**src/rtl/mips_hilo_muldiv_sequencer_pkg.sv**
```systemverilog
// Shared definitions for the HI/LO multiply/divide sequencer.
//   - op_func_t / op_source_e : decoded opFunc word (source bit + 6-bit code)
//   - FUNC_* constants        : the eight HI/LO function codes
//   - hilo_state_e            : sequencer FSM state encoding
//   - is_hilo_op()            : true for any of the eight HI/LO instructions
package mips_hilo_muldiv_sequencer_pkg;

  typedef enum logic {
    SOURCE_OP   = 1'b0,
    SOURCE_FUNC = 1'b1
  } op_source_e;

  typedef struct packed {
    op_source_e  source;
    logic [5:0]  code;
  } op_func_t;

  localparam logic [5:0] FUNC_MFHI  = 6'h10;
  localparam logic [5:0] FUNC_MTHI  = 6'h11;
  localparam logic [5:0] FUNC_MFLO  = 6'h12;
  localparam logic [5:0] FUNC_MTLO  = 6'h13;
  localparam logic [5:0] FUNC_MULT  = 6'h18;
  localparam logic [5:0] FUNC_MULTU = 6'h19;
  localparam logic [5:0] FUNC_DIV   = 6'h1A;
  localparam logic [5:0] FUNC_DIVU  = 6'h1B;

  typedef enum logic [1:0] {
    ST_IDLE  = 2'd0,
    ST_MUL   = 2'd1,
    ST_DIV   = 2'd2,
    ST_FIXUP = 2'd3
  } hilo_state_e;

  function automatic logic is_hilo_op(input op_func_t f);
    return (f.source == SOURCE_FUNC) &&
           (f.code inside {FUNC_MFHI, FUNC_MTHI, FUNC_MFLO, FUNC_MTLO,
                           FUNC_MULT, FUNC_MULTU, FUNC_DIV, FUNC_DIVU});
  endfunction

endpackage

```
**src/rtl/mips_hilo_muldiv_datapath.sv**
```systemverilog
// Iterative multiply/divide datapath.
// Holds a 2*WIDTH accumulator and a WIDTH-bit operand register, one shared
// WIDTH+1-bit adder/subtractor, and the sign-correction negators.
//   i_clk, i_reset          : clock, synchronous active-high reset
//   i_load_mul / i_load_div : latch operand magnitudes (i_signed selects abs)
//   i_div_zero              : divisor is zero; preload {rs, all-ones} instead
//   i_step_mul / i_step_div : one shift-add / one restoring-division step
//   i_is_div                : result select (hi=remainder, lo=quotient)
//   i_neg_main / i_neg_rem  : negate product-or-quotient / remainder
//   i_rs, i_rt              : raw operands
//   o_res_hi, o_res_lo      : sign-corrected result, written by the caller
module mips_hilo_muldiv_datapath #(
  parameter int unsigned WIDTH = 32
) (
  input  logic             i_clk,
  input  logic             i_reset,
  input  logic             i_load_mul,
  input  logic             i_load_div,
  input  logic             i_div_zero,
  input  logic             i_signed,
  input  logic             i_step_mul,
  input  logic             i_step_div,
  input  logic             i_is_div,
  input  logic             i_neg_main,
  input  logic             i_neg_rem,
  input  logic [WIDTH-1:0] i_rs,
  input  logic [WIDTH-1:0] i_rt,
  output logic [WIDTH-1:0] o_res_hi,
  output logic [WIDTH-1:0] o_res_lo
);

  // Multiply: r_acc = {partial product, remaining multiplier bits}.
  // Divide:   r_acc = {partial remainder, dividend bits / quotient bits}.
  logic [2*WIDTH-1:0] r_acc;
  logic [WIDTH-1:0]   r_opnd;

  logic [WIDTH-1:0]   w_rs_mag, w_rt_mag;
  logic [WIDTH:0]     w_add_a, w_add_b, w_sum;
  logic [2*WIDTH-1:0] w_prod;
  logic [WIDTH-1:0]   w_quo, w_rem;

  // The most-negative value negates to itself, which is its correct
  // unsigned magnitude.
  assign w_rs_mag = (i_signed && i_rs[WIDTH-1]) ? -i_rs : i_rs;
  assign w_rt_mag = (i_signed && i_rt[WIDTH-1]) ? -i_rt : i_rt;

  // Divide feeds the remainder shifted left with the next dividend bit.
  assign w_add_a = i_step_div ? r_acc[2*WIDTH-1:WIDTH-1] : {1'b0, r_acc[2*WIDTH-1:WIDTH]};
  assign w_add_b = {1'b0, r_opnd};
  assign w_sum   = i_step_div ? (w_add_a - w_add_b) : (w_add_a + w_add_b);

  always_ff @(posedge i_clk) begin
    if (i_reset) begin
      r_acc  <= '0;
      r_opnd <= '0;
    end else if (i_load_mul) begin
      r_opnd <= w_rs_mag;
      r_acc  <= {{WIDTH{1'b0}}, w_rt_mag};
    end else if (i_load_div) begin
      if (i_div_zero) begin
        r_opnd <= '0;
        r_acc  <= {i_rs, {WIDTH{1'b1}}};
      end else begin
        r_opnd <= w_rt_mag;
        r_acc  <= {{WIDTH{1'b0}}, w_rs_mag};
      end
    end else if (i_step_mul) begin
      r_acc <= r_acc[0] ? {w_sum, r_acc[WIDTH-1:1]} : {1'b0, r_acc[2*WIDTH-1:1]};
    end else if (i_step_div) begin
      // Bit WIDTH of the difference is set exactly when the trial subtract borrowed.
      r_acc <= (!w_sum[WIDTH]) ? {w_sum[WIDTH-1:0], r_acc[WIDTH-2:0], 1'b1}
                               : {r_acc[2*WIDTH-2:0], 1'b0};
    end
  end

  always_comb begin
    w_prod = i_neg_main ? -r_acc : r_acc;
    w_quo  = i_neg_main ? -r_acc[WIDTH-1:0] : r_acc[WIDTH-1:0];
    w_rem  = i_neg_rem ? -r_acc[2*WIDTH-1:WIDTH] : r_acc[2*WIDTH-1:WIDTH];
    o_res_hi = i_is_div ? w_rem : w_prod[2*WIDTH-1:WIDTH];
    o_res_lo = i_is_div ? w_quo : w_prod[WIDTH-1:0];
  end

endmodule

```
**src/rtl/mips_hilo_muldiv_sequencer.sv**
```systemverilog
// HI/LO register pair and multiply/divide sequencer for the EX stage.
//   i_clock, i_reset : clock, synchronous active-high reset
//   i_issue          : valid instruction in EX this cycle
//   i_op_func        : decoded opFunc word
//   i_rs, i_rt       : operands (dividend/multiplicand/MT data, divisor/multiplier)
//   o_stall          : hold IF/ID/EX this cycle
//   o_busy           : multiply/divide in flight
//   o_hi, o_lo       : HI and LO registers
//   o_dbg_state      : current FSM state
// Handshake: a HI/LO instruction is taken in any cycle where i_issue=1 and
// o_stall=0; while o_stall=1 the stage must hold i_op_func/i_rs/i_rt stable
// and re-present them. Non-HI/LO instructions never stall.
module mips_hilo_muldiv_sequencer
  import mips_hilo_muldiv_sequencer_pkg::*;
#(
  parameter int unsigned WIDTH = 32
) (
  input  logic             i_clock,
  input  logic             i_reset,
  input  logic             i_issue,
  input  op_func_t         i_op_func,
  input  logic [WIDTH-1:0] i_rs,
  input  logic [WIDTH-1:0] i_rt,
  output logic             o_stall,
  output logic             o_busy,
  output logic [WIDTH-1:0] o_hi,
  output logic [WIDTH-1:0] o_lo,
  output hilo_state_e      o_dbg_state
);

  localparam int unsigned CW = $clog2(WIDTH + 1);

  hilo_state_e      r_state, w_state_next;
  logic [CW-1:0]    r_count;
  logic             r_neg_main, r_neg_rem, r_is_div;
  logic [WIDTH-1:0] r_hi, r_lo;

  logic             w_is_hilo, w_accept, w_signed, w_div_zero;
  logic             w_load_mul, w_load_div, w_step_mul, w_step_div, w_fixup;
  logic [WIDTH-1:0] w_res_hi, w_res_lo;
  logic [5:0]       w_code;

  assign w_code     = i_op_func.code;
  assign w_is_hilo  = is_hilo_op(i_op_func);
  assign o_busy     = (r_state != ST_IDLE);
  assign o_stall    = i_issue & w_is_hilo & o_busy;
  assign w_accept   = i_issue & w_is_hilo & ~o_busy;
  assign w_signed   = (w_code == FUNC_MULT) || (w_code == FUNC_DIV);
  assign w_div_zero = (i_rt == '0);

  assign o_hi        = r_hi;
  assign o_lo        = r_lo;
  assign o_dbg_state = r_state;

  always_comb begin
    w_state_next = r_state;
    w_load_mul   = 1'b0;
    w_load_div   = 1'b0;
    w_step_mul   = 1'b0;
    w_step_div   = 1'b0;
    w_fixup      = 1'b0;
    case (r_state)
      ST_IDLE: begin
        if (w_accept) begin
          if (w_code == FUNC_MULT || w_code == FUNC_MULTU) begin
            w_load_mul   = 1'b1;
            w_state_next = ST_MUL;
          end else if (w_code == FUNC_DIV || w_code == FUNC_DIVU) begin
            w_load_div   = 1'b1;
            // Divide-by-zero result is preloaded; skip the iterations.
            w_state_next = w_div_zero ? ST_FIXUP : ST_DIV;
          end
        end
      end
      ST_MUL: begin
        w_step_mul = 1'b1;
        if (r_count == CW'(1)) w_state_next = ST_FIXUP;
      end
      ST_DIV: begin
        w_step_div = 1'b1;
        if (r_count == CW'(1)) w_state_next = ST_FIXUP;
      end
      ST_FIXUP: begin
        w_fixup      = 1'b1;
        w_state_next = ST_IDLE;
      end
      default: w_state_next = ST_IDLE;
    endcase
  end

  always_ff @(posedge i_clock) begin
    if (i_reset) r_state <= ST_IDLE;
    else         r_state <= w_state_next;
  end

  always_ff @(posedge i_clock) begin
    if (i_reset) begin
      r_count    <= '0;
      r_neg_main <= 1'b0;
      r_neg_rem  <= 1'b0;
      r_is_div   <= 1'b0;
    end else if (w_load_mul) begin
      r_count    <= CW'(WIDTH);
      r_neg_main <= w_signed & (i_rs[WIDTH-1] ^ i_rt[WIDTH-1]);
      r_neg_rem  <= 1'b0;
      r_is_div   <= 1'b0;
    end else if (w_load_div) begin
      r_count    <= CW'(WIDTH);
      r_neg_main <= w_signed & ~w_div_zero & (i_rs[WIDTH-1] ^ i_rt[WIDTH-1]);
      r_neg_rem  <= w_signed & ~w_div_zero & i_rs[WIDTH-1];
      r_is_div   <= 1'b1;
    end else if (w_step_mul || w_step_div) begin
      r_count <= r_count - CW'(1);
    end else if (w_fixup) begin
      r_count <= '0;
    end
  end

  // HI/LO only move on FIXUP or an accepted MTHI/MTLO; the two cannot
  // coincide because MTHI/MTLO are stalled until IDLE.
  always_ff @(posedge i_clock) begin
    if (i_reset) begin
      r_hi <= '0;
      r_lo <= '0;
    end else if (w_fixup) begin
      r_hi <= w_res_hi;
      r_lo <= w_res_lo;
    end else if (w_accept && w_code == FUNC_MTHI) begin
      r_hi <= i_rs;
    end else if (w_accept && w_code == FUNC_MTLO) begin
      r_lo <= i_rs;
    end
  end

  mips_hilo_muldiv_datapath #(.WIDTH(WIDTH)) u_datapath (
    .i_clk      (i_clock),
    .i_reset    (i_reset),
    .i_load_mul (w_load_mul),
    .i_load_div (w_load_div),
    .i_div_zero (w_div_zero),
    .i_signed   (w_signed),
    .i_step_mul (w_step_mul),
    .i_step_div (w_step_div),
    .i_is_div   (r_is_div),
    .i_neg_main (r_neg_main),
    .i_neg_rem  (r_neg_rem),
    .i_rs       (i_rs),
    .i_rt       (i_rt),
    .o_res_hi   (w_res_hi),
    .o_res_lo   (w_res_lo)
  );

endmodule

```
**config.mk**
```make
export PLATFORM = sky130hd
export DESIGN_NAME = mips_hilo_muldiv_sequencer
export DESIGN_NICKNAME = d
export VERILOG_FILES = /design/src/rtl/mips_hilo_muldiv_sequencer_pkg.sv /design/src/rtl/mips_hilo_muldiv_datapath.sv /design/src/rtl/mips_hilo_muldiv_sequencer.sv
export SDC_FILE = /design/constraint.sdc
export NUM_CORES = 1
export LEC_CHECK = 0
export ABC_AREA = 1
export CAP_MARGIN = 5
export CORE_MARGIN = 2
export CORE_UTILIZATION = 45
export DETAILED_ROUTE_END_ITERATION = 8
export HOLD_SLACK_MARGIN = 0.15
export PLACE_DENSITY = 0.67
export SETUP_SLACK_MARGIN = 0.05
export SYNTH_ARGS = -nofsm -noshare
export SYNTH_HDL_FRONTEND = slang
export SYNTH_SLANG_ARGS = --single-unit
```
**constraint.sdc**
```tcl
create_clock -name i_clock -period 3 [get_ports i_clock]
set_input_delay 0.45 -clock i_clock [delete_from_list [all_inputs] [get_ports i_clock]]
set_output_delay 0.45 -clock i_clock [all_outputs]
set_load 0.03 [all_outputs]
```
==> PnR_summary.wiki <==
{| class="wikitable"
! Metric !! Value
|-
| Syn_area_per_cell || 5.63 um2
|-
| Total count of max-transition violations in the final report || 0
|-
| Synth unique cells || 54
|-
| Core Box Area || 38600 um2
|-
| Height of the chip || 202 um
|-
| Post-Route Utilization || 60.9%
|-
| Largest net degree at the start of global routing || 105
|-
| Wirelength per Cell || 21.4 um
|-
| Number of max-cap violations || 0
|-
| Count of H-tree levels built during CTS || 4
|-
| Antenna violations before repair || 2
|-
| Cell row count || 72
|-
| Largest buffer count on any clock path || 2
|-
| Vias after detailed routing || 23600
|-
| # setup viols final || 33
|-
| Number of primary I/O pins || 142
|-
| Die extent in x || 202 um
|-
| Clk root buf || clkbuf_16
|-
| Leading cell type in the layout, fill and taps excluded || nand2_1
|-
| Number of routed nets with antenna violations || 0
|-
| Worst Tran Pin Value || 0.883 ns
|-
| Total congestion overflow || 0
|-
| Arr. time, crit path || 4.01 ns
|-
| Vias per std cell || 5.77
|-
| Flops & latches, synth || 171
|-
| Fraction of final layout cells sized beyond drive strength 1 || 18.5%
|-
| Number of DRC markers in iteration 0 || 2878
|-
| Part of the Yosys area used for sequential elements || 19.4%
|-
| Startpoint Class || flop
|-
| Main synth FF type || dfxtp_1
|-
| Kind of critical path || flop to flop
|-
| # diodes || 0
|-
| Power per cell area || 1160 nW/um2
|-
| Final hold viol count || 0
|-
| Post-detailed-placement half-perimeter wirelength || 70400 um
|-
| Clock transition at the register clock pins on the worst setup and hold paths after CTS || 0.07 ns
|-
| GPL Wtd Cong || 1.05
|-
| Pre-CTS setup slack || -0.592 ns
|-
| Number of buffers inserted for hold repair after clock tree synthesis || 0
|-
| Area of the die || 40800 um2
|-
| Final critical-path share of the clock period || 120%
|-
| Total routing usage reported by global routing || 41.8%
|-
| DRC errors left || 0
|-
| Synth async-reset ratio || 0%
|-
| Smallest hold slack || 0.243 ns
|-
| Commonest cells after routing, fill and taps aside || 812 x nand2_1, 399 x inv_1, 391 x buf_4, 319 x nand3_1, 280 x nor2_1
|-
| Worst Path Required || 3.40 ns
|-
| EDFF count, synth || 0
|-
| Post-synthesis instance area || 17600 um2
|-
| Synthesized net count || 3249
|-
| Worst-case headroom to the max-slew limit || 40.5%
|-
| Shortest period the worst path allows || 3.61 ns
|-
| Filler cell count || 3879
|-
| Layout overhead on the synthesized area || 33.6%
|-
| Maximum fanout along the worst path || 9
|-
| Total number of yosys warnings || 0
|-
| Cells after Synth || 3130
|-
| TritonCTS Sinks || 171
|-
| Final WS setup || -0.609 ns
|-
| IO Port Bufs || 141
|-
| Effective utilization at floorplan || 45.6%
|-
| Critical Path Sink Type || flop
|-
| TritonCTS clock tree || yes
|-
| Setup repair after global routing missed its margin || true
|-
| Overall routed net length || 87700 um
|-
| Global-route wire length before repair || 130000 um
|-
| Layout net count || 3686
|-
| IR Drop Worst-Case VDD || 0.954 mV
|-
| Total power after layout || 27.3 mW
|-
| Static Leakage || 11.2 nW
|-
| Fin Clk Skew || 0.0156 ns
|-
| Highest clock frequency the design can meet || 277 MHz
|-
| Worst hold path type || primary input to flop
|-
| Via count of the first global-routing pass || 22000
|-
| Violations in the final reports || negative setup slack
|-
| DRT Pass-1 Iters || 7
|-
| Clock insertion delay at the later pin of the skew report || 0.47 ns
|-
| Cts bufs inserted || 17
|-
| Outcome || finished with violations
|}
[state kept, by name (all words and copies together), names as in the netlist]
register	cells
r_neg_rem	1
r_is_div	1
r_count	6
u_datapath.r_acc	64
o_lo	32
o_hi	32
u_datapath.r_opnd	32
r_neg_main	1
o_dbg_state	2
[final cells by class]
cell class	count	area (um2)	share of cell area, %
timing repair buffer	557	4840	20.6
clock inverter	13	203	0.861
inverter	426	1610	6.82
multi-input combinational	2394	12400	52.6
tap	518	648	2.75
clock buffer	18	439	1.86
sequential	171	3430	14.6
[power by group]
part	switching, mW	leakage [nW]	internal (mW)
combinational	13.6	9.50	8.47
clock	1.13	0.319	1.44
sequential	0.149	1.38	2.48
total	14.9	11.2	12.4
[cell usage after synthesis (7+ instances only)]
cell type / count / area, um2
or2_2: 10 / 62.6
a31oi_1: 30 / 188
o31ai_1: 9 / 67.6
clkbuf_1: 77 / 289
nor2_2: 13 / 81.3
buf_6: 7 / 78.8
o21ai_0: 181 / 906
o211ai_1: 51 / 383
a21oi_2: 24 / 210
xnor2_1: 17 / 149
inv_2: 14 / 52.6
nor2_1: 287 / 1080
buf_1: 12 / 45.0
xor2_1: 85 / 744
nand4_1: 38 / 238
nand3_1: 333 / 1670
ha_1: 44 / 551
nand3b_1: 9 / 67.6
o21ai_1: 13 / 65.1
buf_2: 37 / 185
nand2_2: 7 / 43.8
a21oi_1: 256 / 1280
dfxtp_1: 171 / 3420
o22ai_1: 13 / 81.3
nand2_1: 858 / 3220
inv_1: 406 / 1520
nor3_1: 51 / 255
a22oi_1: 9 / 67.6
o21bai_1: 7 / 52.6
[cells by family (layout without fill, tap and decap cells)]
group                      Yosys count  in the layout  share of synthesized area (%)
DFF                                171            171                           19.4
AOI/OAI and AO/OA                  608            608                           19.4
and+or+nand+nor                   1639           1639                           40.1
buffers and inverters              565           1014                           12.7
adders and majority gates           45             45                           3.24
xor gates and xnor gates           102            102                           5.07
[per-stage QoR]
step | std cells | area [um2] | TNS (ns)
finish | 4097 | 23600 | -18.52
global route | 4097 | 23600 | -24.22
CTS | 4090 | 23200 | -13.59
detailed placement | 4051 | 22400 | -18.16
global placement | 4051 | 22400 | -15.84
floorplan | 3130 | 17700 | -2.61
[critical path: stages, from the launching register on]
cell       delay (ns)
dfxtp_1          0.37
nor2_1           0.17
nand4_1          0.15
nor2_2           0.14
nand4_1          0.17
nor3_4           0.27
nand2_2          0.13
o21ai_2          0.15
xor2_1           0.23
ha_1             0.31
nand2_2          0.11
nor2_2           0.06
nand2_2          0.08
nand2_4          0.06
a21oi_4          0.18
nand2_2          0.09
nand2_2          0.08
nand2_4          0.10
nor2_8           0.19
clkbuf_16        0.20
nand2_1          0.05
nand3_1          0.06
nand2_1          0.05
a21oi_1          0.13
[layer usage]
layer,vias up,track usage [%],wire length (um)
met5,-,0,34
met4,6,26.9,6530
met3,341,6.97,7740
met2,1355,67.2,39200
met1,10900,51.8,34200
li1,11100,-,-
[path summary, 6_finish.rpt]
kind | start | endpoint | slack [ns] | cells past startpoint
max | u_datapath.r_opnd[5] | u_datapath.r_acc[48] | -0.61 | 23
min | i_reset | o_dbg_state[1] | 0.24 | 2
max reg2reg | u_datapath.r_opnd[5] | u_datapath.r_acc[48] | -0.61 | 23
min reg2reg | o_lo[16] | o_lo[16] | 0.47 | 2
[timing repair]
item / 4_1_cts / 5_1_grt
cloned: 0 / 3
resized for setup: 39 / 75
buffers inserted: 8 / 4
pin swaps: 8 / 22
endpoints found under the setup margin: 33 / 42
Power figures use the tool's default switching activity.
